### config.mk
export PLATFORM = sky130hd
export DESIGN_NAME = univ_reg
export DESIGN_NICKNAME = d
export VERILOG_FILES = /design/src/rtl/univ_reg.sv
export SDC_FILE = /design/constraint.sdc
export NUM_CORES = 1
export LEC_CHECK = 0
export BUFFER_PORTS_ARGS = -buffer_cell sky130_fd_sc_hd__clkbuf_2
export CORE_UTILIZATION = 35
export CTS_CLUSTER_DIAMETER = 60
export DETAILED_ROUTE_END_ITERATION = 8
export PLACE_DENSITY = 0.61
export SLEW_MARGIN = 20
export SYNTH_ARGS = -nofsm -noshare
export SYNTH_HDL_FRONTEND = slang
export SYNTH_SLANG_ARGS = --single-unit
export TNS_END_PERCENT = 20
### constraint.sdc
create_clock -name clk -period 2.25 [get_ports clk]
set_clock_uncertainty 0.15 [all_clocks]
set_input_delay 0.225 -clock clk [delete_from_list [all_inputs] [get_ports clk]]
set_output_delay 0.225 -clock clk [all_outputs]
set_load 0.01 [all_outputs]
### src/rtl/univ_reg.sv
// univ_reg: WIDTH-bit universal register cell.
// Modes: hold / load / shift-left / shift-right / increment / decrement / clear.
// Optional build macro UNIV_REG_SAT_EN: INC at all-ones and DEC at zero
// saturate (q holds) instead of wrapping. tc behaves the same in both builds.
module univ_reg #(
  parameter int                 WIDTH     = 8,
  parameter logic [WIDTH-1:0]   RESET_VAL = '0
) (
  input  logic             clk,
  input  logic             reset_n,
  input  logic             en,
  input  logic [2:0]       op,
  input  logic [WIDTH-1:0] d,
  input  logic             ser_in,
  output logic [WIDTH-1:0] q,
  output logic             ser_out,
  output logic             zero,
  output logic             tc
);

  typedef enum logic [2:0] {
    OP_HOLD = 3'b000,
    OP_LOAD = 3'b001,
    OP_SHL  = 3'b010,
    OP_SHR  = 3'b011,
    OP_INC  = 3'b100,
    OP_DEC  = 3'b101,
    OP_CLR  = 3'b110,
    OP_RSVD = 3'b111
  } op_e;

  op_e              op_s;
  logic             all_ones;
  logic             is_zero;
  logic [WIDTH-1:0] shl_val;
  logic [WIDTH-1:0] shr_val;
  logic [WIDTH-1:0] q_nxt;
  logic             so_nxt;

  assign op_s     = op_e'(op);
  assign all_ones = &q;
  assign is_zero  = ~|q;

  // Shift results; a 1-bit cell simply takes the serial input in either direction.
  generate
    if (WIDTH == 1) begin : g_w1
      assign shl_val = ser_in;
      assign shr_val = ser_in;
    end else begin : g_wn
      assign shl_val = {q[WIDTH-2:0], ser_in};
      assign shr_val = {ser_in, q[WIDTH-1:1]};
    end
  endgenerate

  // Next-state selection for q and ser_out; en=0 or HOLD/reserved keeps both.
  always_comb begin
    q_nxt  = q;
    so_nxt = ser_out;
    if (en) begin
      case (op_s)
        OP_LOAD: q_nxt = d;
        OP_SHL: begin
          q_nxt  = shl_val;
          so_nxt = q[WIDTH-1];
        end
        OP_SHR: begin
          q_nxt  = shr_val;
          so_nxt = q[0];
        end
        OP_INC: begin
`ifdef UNIV_REG_SAT_EN
          if (!all_ones) q_nxt = q + WIDTH'(1);
`else
          q_nxt = q + WIDTH'(1);
`endif
        end
        OP_DEC: begin
`ifdef UNIV_REG_SAT_EN
          if (!is_zero) q_nxt = q - WIDTH'(1);
`else
          q_nxt = q - WIDTH'(1);
`endif
        end
        OP_CLR:  q_nxt = '0;
        default: ;
      endcase
    end
  end

  // State register; reset wins over any operation presented in the same cycle.
  always_ff @(posedge clk) begin
    if (!reset_n) begin
      q       <= RESET_VAL;
      ser_out <= 1'b0;
    end else begin
      q       <= q_nxt;
      ser_out <= so_nxt;
    end
  end

  // Status: zero tracks q; tc flags the cycle before a wrap so the next cell can ripple.
  assign zero = is_zero;
  assign tc   = en & (((op_s == OP_INC) & all_ones) | ((op_s == OP_DEC) & is_zero));

endmodule

==> reports/results.txt <==
final setup vio count: 0
top sig layer: met4
Worst-path clk slew: 70 ps
Fmax achieved: 469 MHz
path type of the worst min-delay path: input port to register
WP data required: 1880 ps
PortBufs: 25
Clock Latency Late Sink: 270 ps
Critical R2R Launch: q[5]$_SDFFE_PN0P_
syn avg cell area: 7.32 um2
Metal-1 WL: 1480 um
register area share after synthesis: 0.160
Synth warnings: 0
Routed WL per cell: 15.3 um
Fin. Hold Viols: 0
number of top-level pins: 26
Vias: 1369
Startpoint Class: register
vias per inst: 6.11
Final Net Count: 199
Slew headroom: 0.688
Power Dens Cells: 431 nW/um2
CTS buffer count: 3
H-tree levels: 1
antenna-violating nets left: 0
First-pass DRT Iterations: 4
Yosys cell types: 56
Total Wirelength: 3430 um
Seq pwr share: 0.342
Clock power frac: 0.231
Sw Share: 0.389
Synth top area share: 0.160
crit share post-route: 0.947
P_int: 352 uW
Slew Viols, Final: 0
Critical-path top delay cell: or3_1
GRT Total Usage: 0.212
CTS tree: built
mux cell area share after synthesis: 0.0455
Fillers: 325
die footprint: 3450 um2
first-pass GRT wire length: 5590 um
Final min period: 2130 ps
DR DRC count: 0
Clock Root Buffer: clkbuf_4
Largest stage delay, worst path: 410 ps
worst-path fanout max: 13
Finished Layout Cells: 224
status: finished clean
met3 WL: 207 um
post-CTS setup buffer count: 0
# diodes: 0
Die Wd: 58.8 um
worst path cell trace: buf_4 > or3_1 > nor3_1 > a21oi_1 > nor2_1 > clkbuf_2
main combinational cell family by area after synthesis: compound AO/OA/AOI/OAI gates
Synth area leaders: dfxtp_1 (16%), a21oi_1 (4.4%), o21ai_0 (4.4%), mux2i_1 (3.6%), ha_1 (3.3%)
gr ovfl total: 0
Post-Synth Simple-Gate Area: 0.273
Worst R2R Setup Slack: 220 ps
Switch Pwr: 224 uW
area grow syn2layout: 18.5%
Initial Util: 0.369
Max rail drop VDD: 236 uV
critical path class: register to output port
share of cells above drive strength 1: 0.239
top cells by count, synth: a21oi_1 (10), nand2_1 (10), o21ai_0 (10)
max_cap viols: 0
worst setup path startpoint: q[3]$_SDFFE_PN0P_
adder-cell share of the synthesized area: 0.0333
cell count after synthesis: 154
fraction of registers with async set/reset: 0
wire length on met2: 1650 um
total negative slack: 0 ps
worst hold slack: 56.4 ps
reg2reg end: q[7]$_SDFFE_PN0P_
GP Congestion: 0.939
Arr. time, crit path: 1760 ps
Crit. End Element: output port
xor/xnor share of the synthesized area: 0.0311
slew at the pin closest to its max-slew limit: 467 ps
Clock Sinks: 9
Synth Area in Compound Gates: 0.365
placed insts: 220
family with the most delay on the worst path: simple AND/OR/NAND/NOR gates
mapped cell area: 1130 um2
DR iter-0 viols: 57
Crit. path cell count: 6
Setup crit end: tc
power share of the combinational group: 0.428
largest net degree at the start of global routing: 30
cells on worst reg2reg path: 6
Post-synth EDFFs: 0
top_reg_cell synth: dfxtp_1
RSZ-0062 raised after global routing: no
Yosys top cell by area: dfxtp_1
CP Buf/Inv Count: 2
vias in the first global route: 1181
FP Rows: 20
hpwl dp: 2600 um
Synthesized Nets: 172
FF+latch count, synth: 9
leakage: 0.000564 uW
die boundary height: 58.8 um
initial antenna violation count: 0
clk buf depth: 2
Core Region: 3050 um2
[sequential cells by signal, indices dropped and copies added (netlist names)]
register,flops
q,8
ser_out,1
[stage by stage]
stage	util	setup WS, ps	cell area (um2)	power [uW]
3_5_place_dp	0.429	69.5	1310	443
3_3_place_gp	0.429	96.5	1310	438
4_1_cts	0.437	127	1340	574
5_1_grt	0.438	15.7	1340	612
2_1_floorplan	-	257	1130	363
6_report	0.438	119	1340	576
[power by group through the flow]
stage / clock [uW] / combinational, uW / sequential [uW]
final: 133 / 246 / 197
after global routing: 142 / 271 / 199
after CTS: 134 / 245 / 196
after detailed placement: 0 / 244 / 200
after global placement: 0 / 239 / 199
after floorplan: 0 / 168 / 196
[what timing repair did]
| action | CTS | global route |
|---|---|---|
| hold buffers | 0 | 0 |
| endpoints found under the setup margin | 0 | 1 |
| gates resized for setup | 0 | 1 |
[worst min path at each step]
stage                     startpoint           endpoint  slack, ps  cells past startpoint
after global placement            en  q[4]$_SDFFE_PN0P_        330                      2
after global routing              en  q[4]$_SDFFE_PN0P_         50                      2
after floorplan                   en  q[4]$_SDFFE_PN0P_        180                      1
after detailed placement          en  q[4]$_SDFFE_PN0P_        340                      2
after CTS                         en  q[4]$_SDFFE_PN0P_         60                      2
final                             en  q[4]$_SDFFE_PN0P_         60                      2
[area by class of cell]
cell class	instances	area (um2)	area share
clock buffer	4	26.3	0.0197
inverter	8	30.0	0.0225
multi-input combinational	124	843	0.631
tap	44	55.1	0.0412
sequential	9	181	0.136
timing repair buffer	35	200	0.150
[routing by layer]
| layer | vias to the layer above | track usage |
|---|---|---|
| met5 | - | 0 |
| met4 | 0 | 0.0986 |
| met3 | 9 | 0.0176 |
| met2 | 60 | 0.362 |
| met1 | 650 | 0.269 |
| li1 | 650 | - |
[kinds of logic after synthesis]
logic type               after synthesis
AO/OA/AOI/OAI                         59
XOR/XNOR                               4
adder cells (fa/ha/maj)                3
buffers and inverters                 21
flip-flops                             9
multiplexers                           5
AND/OR/NAND/NOR                       53
[placed cells by master, fill, tap and decap left out, types with 2 or more instances in the layout]
master / n
nor2_1: 9
and3_1: 2
buf_4: 10
dfxtp_1: 8
or4_1: 2
nand3_1: 6
ha_1: 3
xnor2_1: 4
a211oi_1: 3
a22oi_1: 2
a21oi_1: 10
o221ai_1: 3
o21a_1: 2
mux2i_1: 4
nand2_1: 10
o2111ai_1: 2
nor3_1: 5
clkbuf_2: 25
a31oi_1: 5
o21ai_0: 10
nor2b_1: 6
nand2b_1: 2
or3_1: 2
o22ai_1: 3
inv_1: 7
a22o_1: 2
clkbuf_4: 3
o211ai_1: 2
No activity file was read; power rests on OpenSTA's default activity.
